`src/rtl/any1_tlb_refill_if.sv`:
```
// any1_tlb_refill_if: bundles every non-clock/reset signal of the TLB refill
// engine. Signal suffixes (_i/_o) are given from the refill engine's point of view.
// The refill engine connects through the slave modport. The environment
// (requester, memory, TLB RAM, software) connects through the master modport.
interface any1_tlb_refill_if #(
    parameter int AWID = 32
);
    // Miss request from the TLB lookup
    logic            miss_i;
    logic [AWID-1:0] miss_adr_i;
    logic [7:0]      asid_i;
    logic [AWID-1:0] ptbr_i;

    // Page-table read port
    logic            mreq_o;
    logic [AWID-1:0] madr_o;
    logic            mack_i;
    logic            merr_i;
    logic [63:0]     mdat_i;

    // TLB table port, address is {way[1:0], index[9:0]}
    logic            tlben_o;
    logic            wrtlb_o;
    logic [11:0]     tlbadr_o;
    logic [63:0]     tlbdat_o;
    logic [63:0]     tlbdat_i;

    // Software TLB access
    logic            sw_req_i;
    logic            sw_we_i;
    logic [11:0]     sw_adr_i;
    logic [63:0]     sw_dat_i;
    logic            sw_ack_o;
    logic [63:0]     sw_dat_o;

    // Completion pulses
    logic            done_o;
    logic            fault_o;

    modport slave (
        input  miss_i, miss_adr_i, asid_i, ptbr_i,
        output mreq_o, madr_o,
        input  mack_i, merr_i, mdat_i,
        output tlben_o, wrtlb_o, tlbadr_o, tlbdat_o,
        input  tlbdat_i,
        input  sw_req_i, sw_we_i, sw_adr_i, sw_dat_i,
        output sw_ack_o, sw_dat_o,
        output done_o, fault_o
    );

    modport master (
        output miss_i, miss_adr_i, asid_i, ptbr_i,
        input  mreq_o, madr_o,
        output mack_i, merr_i, mdat_i,
        input  tlben_o, wrtlb_o, tlbadr_o, tlbdat_o,
        output tlbdat_i,
        output sw_req_i, sw_we_i, sw_adr_i, sw_dat_i,
        input  sw_ack_o, sw_dat_o,
        input  done_o, fault_o
    );
endinterface

```
`src/rtl/any1_tlb_refill.sv`:
```
// any1_tlb_refill: hardware page-table walker that refills one TLB entry per
// miss. It also arbitrates software read/write access to the TLB table.
// Optional feature: define ANY1_TLB_REFILL_TIMEOUT_EN to fault a page-table
// read that is not acknowledged within TMO cycles. Without the macro, FETCH
// waits indefinitely.
// All outputs are registered. A software read returns sw_ack_o during SWRD2.
// sw_dat_o is loaded from tlbdat_i at the end of SWRD2, so it is valid from
// the cycle after the acknowledge.
module any1_tlb_refill #(
    parameter int AWID = 32,
    parameter int TMO  = 255
) (
    input  logic                clk_i,
    input  logic                rst_i,
    any1_tlb_refill_if.slave    bus
);
    typedef enum logic [2:0] {
        IDLE, FETCH, WRITE, DONE, FAULT, SWWR, SWRD1, SWRD2
    } state_t;

    state_t           state_reg;
    logic [1:0]       way_reg;
    logic [AWID-1:14] adr_reg;
    logic [7:0]       asid_reg;

    logic             mreq_reg;
    logic [AWID-1:0]  madr_reg;
    logic             tlben_reg;
    logic             wrtlb_reg;
    logic [11:0]      tlbadr_reg;
    logic [63:0]      tlbdat_reg;
    logic             sw_ack_reg;
    logic [63:0]      sw_dat_reg;
    logic             done_reg;
    logic             fault_reg;

`ifdef ANY1_TLB_REFILL_TIMEOUT_EN
    localparam logic [7:0] TMO_LIM = 8'(TMO);
    logic [7:0]       tmo_cnt_reg;
`endif

    // Page-table entry offset: one 8-byte PTE per 16 KiB page.
    logic [AWID-1:0]  walk_off;
    logic [AWID-1:0]  madr_next;
    assign walk_off  = {11'b0, bus.miss_adr_i[AWID-1:14], 3'b000};
    assign madr_next = bus.ptbr_i + walk_off;

    // Build the TLB entry from the arriving PTE and the latched miss context.
    logic [63:0] pte_entry;
    always_comb begin
        pte_entry              = '0;
        pte_entry[63:56]       = asid_reg;
        pte_entry[55]          = bus.mdat_i[5];
        pte_entry[51:48]       = bus.mdat_i[4:1];
        pte_entry[AWID+7:32]   = adr_reg[AWID-1:24];
        pte_entry[AWID-15:0]   = bus.mdat_i[AWID-1:14];
    end

    // PTE bits and page-offset bits that play no part in the refill.
    logic unused_ok;
    assign unused_ok = ^{bus.mdat_i[63:AWID], bus.mdat_i[13:6],
                         bus.miss_adr_i[13:0], 8'(TMO)};

    // Refill / software-access state machine with registered outputs.
    always_ff @(posedge clk_i) begin
        if (!rst_i) begin
            state_reg   <= IDLE;
            way_reg     <= 2'd0;
            adr_reg     <= '0;
            asid_reg    <= 8'd0;
            mreq_reg    <= 1'b0;
            madr_reg    <= '0;
            tlben_reg   <= 1'b0;
            wrtlb_reg   <= 1'b0;
            tlbadr_reg  <= 12'd0;
            tlbdat_reg  <= 64'd0;
            sw_ack_reg  <= 1'b0;
            sw_dat_reg  <= 64'd0;
            done_reg    <= 1'b0;
            fault_reg   <= 1'b0;
`ifdef ANY1_TLB_REFILL_TIMEOUT_EN
            tmo_cnt_reg <= 8'd0;
`endif
        end else begin
            // Strobes are single-state pulses unless the next state re-asserts them.
            tlben_reg  <= 1'b0;
            wrtlb_reg  <= 1'b0;
            sw_ack_reg <= 1'b0;
            done_reg   <= 1'b0;
            fault_reg  <= 1'b0;

            case (state_reg)
                IDLE: begin
                    if (bus.miss_i) begin
                        state_reg   <= FETCH;
                        adr_reg     <= bus.miss_adr_i[AWID-1:14];
                        asid_reg    <= bus.asid_i;
                        madr_reg    <= madr_next;
                        mreq_reg    <= 1'b1;
`ifdef ANY1_TLB_REFILL_TIMEOUT_EN
                        tmo_cnt_reg <= 8'd0;
`endif
                    end else if (bus.sw_req_i && bus.sw_we_i) begin
                        state_reg  <= SWWR;
                        tlben_reg  <= 1'b1;
                        wrtlb_reg  <= 1'b1;
                        tlbadr_reg <= bus.sw_adr_i;
                        tlbdat_reg <= bus.sw_dat_i;
                        sw_ack_reg <= 1'b1;
                    end else if (bus.sw_req_i) begin
                        state_reg  <= SWRD1;
                        tlben_reg  <= 1'b1;
                        tlbadr_reg <= bus.sw_adr_i;
                    end
                end
                FETCH: begin
                    if (bus.mack_i) begin
                        mreq_reg <= 1'b0;
                        if (bus.merr_i || !bus.mdat_i[0]) begin
                            state_reg <= FAULT;
                            fault_reg <= 1'b1;
                        end else begin
                            state_reg  <= WRITE;
                            tlben_reg  <= 1'b1;
                            wrtlb_reg  <= 1'b1;
                            tlbadr_reg <= {way_reg, adr_reg[23:14]};
                            tlbdat_reg <= pte_entry;
                        end
                    end
`ifdef ANY1_TLB_REFILL_TIMEOUT_EN
                    else if (tmo_cnt_reg == TMO_LIM) begin
                        mreq_reg  <= 1'b0;
                        state_reg <= FAULT;
                        fault_reg <= 1'b1;
                    end else begin
                        tmo_cnt_reg <= tmo_cnt_reg + 8'd1;
                    end
`endif
                end
                WRITE: begin
                    way_reg   <= way_reg + 2'd1;
                    state_reg <= DONE;
                    done_reg  <= 1'b1;
                end
                DONE:  state_reg <= IDLE;
                FAULT: state_reg <= IDLE;
                SWWR:  state_reg <= IDLE;
                SWRD1: begin
                    state_reg  <= SWRD2;
                    tlben_reg  <= 1'b1;
                    sw_ack_reg <= 1'b1;
                end
                SWRD2: begin
                    sw_dat_reg <= bus.tlbdat_i;
                    state_reg  <= IDLE;
                end
                default: state_reg <= IDLE;
            endcase
        end
    end

    assign bus.mreq_o   = mreq_reg;
    assign bus.madr_o   = madr_reg;
    assign bus.tlben_o  = tlben_reg;
    assign bus.wrtlb_o  = wrtlb_reg;
    assign bus.tlbadr_o = tlbadr_reg;
    assign bus.tlbdat_o = tlbdat_reg;
    assign bus.sw_ack_o = sw_ack_reg;
    assign bus.sw_dat_o = sw_dat_reg;
    assign bus.done_o   = done_reg;
    assign bus.fault_o  = fault_reg;
endmodule

```
`src/flat_wrapper.sv`:
```
// flat-port wrapper written by rule: the top's interface ports become plain ports
module any1_tlb_refill_flat 
#(
    parameter int AWID = 32,
    parameter int TMO  = 255
)
  (clk_i, rst_i, bus_miss_i, bus_miss_adr_i, bus_asid_i, bus_ptbr_i, bus_mreq_o, bus_madr_o, bus_mack_i, bus_merr_i, bus_mdat_i, bus_tlben_o, bus_wrtlb_o, bus_tlbadr_o, bus_tlbdat_o, bus_tlbdat_i, bus_sw_req_i, bus_sw_we_i, bus_sw_adr_i, bus_sw_dat_i, bus_sw_ack_o, bus_sw_dat_o, bus_done_o, bus_fault_o);
  any1_tlb_refill_if #(.AWID(AWID)) bus_i ();
  input  logic clk_i;
  input  logic rst_i;
  input wire logic [$bits(bus_i.miss_i)-1:0] bus_miss_i;
  input wire logic [$bits(bus_i.miss_adr_i)-1:0] bus_miss_adr_i;
  input wire logic [$bits(bus_i.asid_i)-1:0] bus_asid_i;
  input wire logic [$bits(bus_i.ptbr_i)-1:0] bus_ptbr_i;
  output wire logic [$bits(bus_i.mreq_o)-1:0] bus_mreq_o;
  output wire logic [$bits(bus_i.madr_o)-1:0] bus_madr_o;
  input wire logic [$bits(bus_i.mack_i)-1:0] bus_mack_i;
  input wire logic [$bits(bus_i.merr_i)-1:0] bus_merr_i;
  input wire logic [$bits(bus_i.mdat_i)-1:0] bus_mdat_i;
  output wire logic [$bits(bus_i.tlben_o)-1:0] bus_tlben_o;
  output wire logic [$bits(bus_i.wrtlb_o)-1:0] bus_wrtlb_o;
  output wire logic [$bits(bus_i.tlbadr_o)-1:0] bus_tlbadr_o;
  output wire logic [$bits(bus_i.tlbdat_o)-1:0] bus_tlbdat_o;
  input wire logic [$bits(bus_i.tlbdat_i)-1:0] bus_tlbdat_i;
  input wire logic [$bits(bus_i.sw_req_i)-1:0] bus_sw_req_i;
  input wire logic [$bits(bus_i.sw_we_i)-1:0] bus_sw_we_i;
  input wire logic [$bits(bus_i.sw_adr_i)-1:0] bus_sw_adr_i;
  input wire logic [$bits(bus_i.sw_dat_i)-1:0] bus_sw_dat_i;
  output wire logic [$bits(bus_i.sw_ack_o)-1:0] bus_sw_ack_o;
  output wire logic [$bits(bus_i.sw_dat_o)-1:0] bus_sw_dat_o;
  output wire logic [$bits(bus_i.done_o)-1:0] bus_done_o;
  output wire logic [$bits(bus_i.fault_o)-1:0] bus_fault_o;
  assign bus_i.miss_i = bus_miss_i;
  assign bus_i.miss_adr_i = bus_miss_adr_i;
  assign bus_i.asid_i = bus_asid_i;
  assign bus_i.ptbr_i = bus_ptbr_i;
  assign bus_mreq_o = bus_i.mreq_o;
  assign bus_madr_o = bus_i.madr_o;
  assign bus_i.mack_i = bus_mack_i;
  assign bus_i.merr_i = bus_merr_i;
  assign bus_i.mdat_i = bus_mdat_i;
  assign bus_tlben_o = bus_i.tlben_o;
  assign bus_wrtlb_o = bus_i.wrtlb_o;
  assign bus_tlbadr_o = bus_i.tlbadr_o;
  assign bus_tlbdat_o = bus_i.tlbdat_o;
  assign bus_i.tlbdat_i = bus_tlbdat_i;
  assign bus_i.sw_req_i = bus_sw_req_i;
  assign bus_i.sw_we_i = bus_sw_we_i;
  assign bus_i.sw_adr_i = bus_sw_adr_i;
  assign bus_i.sw_dat_i = bus_sw_dat_i;
  assign bus_sw_ack_o = bus_i.sw_ack_o;
  assign bus_sw_dat_o = bus_i.sw_dat_o;
  assign bus_done_o = bus_i.done_o;
  assign bus_fault_o = bus_i.fault_o;
  any1_tlb_refill #(.AWID(AWID), .TMO(TMO)) u_core (.clk_i(clk_i), .rst_i(rst_i), .bus(bus_i));
endmodule
```
`config.mk`:
```
export PLATFORM = sky130hd
export DESIGN_NAME = any1_tlb_refill_flat
export DESIGN_NICKNAME = d
export VERILOG_FILES = /design/src/rtl/any1_tlb_refill_if.sv /design/src/rtl/any1_tlb_refill.sv /design/src/flat_wrapper.sv
export SDC_FILE = /design/constraint.sdc
export NUM_CORES = 1
export LEC_CHECK = 0
export CAP_MARGIN = 25
export CORE_AREA = 2 2 179 181
export CTS_CLUSTER_DIAMETER = 100
export DETAILED_ROUTE_END_ITERATION = 10
export DIE_AREA = 0 0 181 183
export GPL_TIMING_DRIVEN = 0
export PLACE_DENSITY = 0.73
export SYNTH_ARGS = -nofsm -noshare
export SYNTH_HDL_FRONTEND = slang
export SYNTH_SLANG_ARGS = --single-unit
export TNS_END_PERCENT = 30
```
`constraint.sdc`:
```
create_clock -name clk_i -period 2.7 [get_ports clk_i]
set_clock_uncertainty 0.05 [all_clocks]
set_input_delay 0.27 -clock clk_i [delete_from_list [all_inputs] [get_ports clk_i]]
set_output_delay 0.27 -clock clk_i [all_outputs]
set_load 0.02 [all_outputs]
```
==> results.sh <==
export IMPL_netlist_area_mm2=0.00912
export IMPL_area_delta_synth_final_pct=59.2
export IMPL_synth_largest_area_cell="dfxtp_1"
export IMPL_cp_arrival_ns=2.93
export IMPL_drt_iter0_drc=485
export IMPL_drc=0
export IMPL_cts_sinks=209
export IMPL_place_ws_ns=-0.623
export IMPL_drv_slew=0
export IMPL_die_h_um=183
export IMPL_holdPathStages=3
export IMPL_fp_dieW_um=181
export IMPL_min_from="bus_ptbr_i[22]"
export IMPL_dp_hpwl_mm=29.9
export IMPL_max_freq_mhz=388
export IMPL_layout_nets=1897
export IMPL_avgSynthCellArea_um2=7.84
export IMPL_reg2regPathDepth=9
export IMPL_gp_congestion=0.903
export IMPL_hold_viol=0
export IMPL_synth_yosys_seq_area_share_pct=45.9
export IMPL_h_tree_depth=1
export IMPL_period_needed_ns=2.58
export IMPL_ys_flop_type="dfxtp_1"
export IMPL_worstSkewPairLatency_ns=0.52
export IMPL_hold_path_class="in -> reg"
export IMPL_clockBufferDepth=3
export IMPL_die_area_mm2=0.0331
export IMPL_cts_tree="done"
export IMPL_mostFrequentLayoutCell="clkdlybuf4s50_1"
export IMPL_critPathLaunchType="input port"
export IMPL_layout_common_cells="404 x clkdlybuf4s50_1, 300 x nand2_1, 209 x dfxtp_1"
export IMPL_cpPeakStageDelay_ns=0.44
export IMPL_end_kind="flop"
export IMPL_detail_route_vias_per_cell=5.09
export IMPL_reg2reg_from="u_core.state_reg[2]$_SDFFE_PN0P_"
export IMPL_first_global_vias=9845
export IMPL_synth_top_cell_area_share_pct=45.9
export IMPL_wl_mm=38.1
export IMPL_clkTransAtPathRegs_ns=0.06
export IMPL_setup_violations=0
export IMPL_ir_drop_mv=0.568
export IMPL_core_mm2=0.0312
export IMPL_layoutNonFillerInstCount=2018
export IMPL_numPortBuffers=404
export IMPL_grt_overflow_total=0
export IMPL_initial_core_util_pct=29.2
export IMPL_io_pins=461
export IMPL_final_antenna_net_count=0
export IMPL_grt_max_degree=13
export IMPL_grt_pass1_wl_mm=56.4
export IMPL_setup_ws_ns=0.122
export IMPL_worstSetupStartpoint="bus_miss_adr_i[14]"
export IMPL_synthTopCellsByArea="dfxtp_1 46%, nand2_1 12%, a21oi_1 8.2%, nand3_1 5.4%, a311oi_1 5.0%"
export IMPL_track_usage_pct=21.8
export IMPL_dp_cells=1970
export IMPL_critPathMaxFanout=7
export IMPL_crit_slowest_cell="clkdlybuf4s50_1"
export IMPL_synth_warnings=0
export IMPL_ys_ff_latch=209
export IMPL_clockRootBuffer="clkbuf_16"
export IMPL_synth_edf_count=0
export IMPL_antenna_found_initial=7
export IMPL_cp_common_cell="a21o_1"
export IMPL_rsz0062_at_grt="true"
export IMPL_powerDensity_mw_per_mm2=800
export IMPL_synth_cells=1164
export IMPL_crit_type="in -> reg"
export IMPL_outcome="finished, final reports clean"
export IMPL_slew_limit_headroom_pct=41.9
export IMPL_synthesis_nets=1466
export IMPL_crit_chain="clkdlybuf4s50_1 > ha_1 > fa_1 > a21o_1 > a221o_1 > a21o_1 > a211oi_2 > or2_2 > o211ai_1"
export IMPL_ys_types=65
export IMPL_period_share_pct=95.5
export IMPL_worst_slew_pin_slew_ns=0.872
export IMPL_cts_buffers=25
export IMPL_p_leak_uw=0.00506
export IMPL_postCtsHoldBufs=0
export IMPL_fin_setup_tns_ns=0
export IMPL_dr_total_vias=10300
export IMPL_first_pass_iters=7
export IMPL_wl_per_cell_um=18.9
export IMPL_cp_required_ns=3.05
export IMPL_maxCapViolCount=0
export IMPL_async_flop_share_pct=0
export IMPL_drive_gt1_share_pct=4.78
export IMPL_rows=65
[per-layer routing]
layer	GRT usage (%)	wire length (um)	up-vias
met2	37.0	17900	430
met5	0	44	-
met3	5.36	2950	81
met1	26.4	15800	4804
met4	9.04	1380	6
li1	-	-	4950
[critical path: cells and delay by family]
family	cells	cell delay [ns]
AND/OR/NAND/NOR	1	0.21
adder cells (fa/ha/maj)	2	0.65
AO/OA/AOI/OAI	5	1.35
buffers and inverters	1	0.44
[cells by family (layout without fill, tap and decap cells)]
kind of cell             Yosys count  count (layout)  synth area share [%]
AO/OA/AOI/OAI                    288             288                  19.8
adder cells (fa/ha/maj)           19              19                  2.69
AND/OR/NAND/NOR                  530             530                  25.1
XOR/XNOR                          14              14                  1.34
flip-flops                       209             209                  45.9
other                              0               4                     0
buffers and inverters            104             552                  5.14
[timing repair]
action                     in CTS  in global routing
setup endpoints to repair      38                 37
gates resized for setup         2                  8
buffers inserted                0                  0
[final timing paths]
kind,to,slack [ns]
worst min register to register,u_core.bus.sw_dat_o[61]$_SDFFE_PN0N_,0.40
worst max-delay path,u_core.bus.madr_o[21]$_SDFFE_PN0P_,0.12
worst max register to register,u_core.bus.madr_o[8]$_SDFFE_PN0P_,0.22
worst min-delay path,u_core.bus.madr_o[22]$_SDFFE_PN0P_,0.05
[through the flow]
stage | hold slack, ns | utilization, % | power (uW) | instance area, um2
2_1_floorplan | 0.336 | - | 6220 | 9120
3_3_place_gp | 0.388 | 43.8 | 8170 | 13700
3_5_place_dp | 0.395 | 43.8 | 8230 | 13700
4_1_cts | 0.0248 | 46.5 | 11700 | 14500
5_1_grt | 0.0690 | 46.5 | 12300 | 14500
6_report | 0.0513 | 46.5 | 11600 | 14500
[power breakdown]
part           switching [uW]  leakage (uW)  internal, uW  total (uW)
registers                 275       0.00170          3590        3870
logic                    2630       0.00296          1680        4310
clock network            1350      0.000401          2090        3440
[cell usage after synthesis (all sizes together) (10+ instances only)]
master  instances
a21o           10
a21oi         150
a311oi         52
a31oi          11
buf            23
clkbuf         74
dfxtp         209
ha             18
nand2         301
nand3         101
nand4          13
nor2           75
o21ai          28
[cell type report]
cell class                 instances  area (um2)
fill                            3022       16700
buffer                            97         449
timing repair buffer             404        4040
clock inverter                    10         136
inverter                           7        26.3
antenna                            4        10.0
sequential                       209        4180
multi-input combinational        851        4470
clock buffer                      34         699
tap                              402         503
Note: power is estimated with default switching activity, not from simulation.
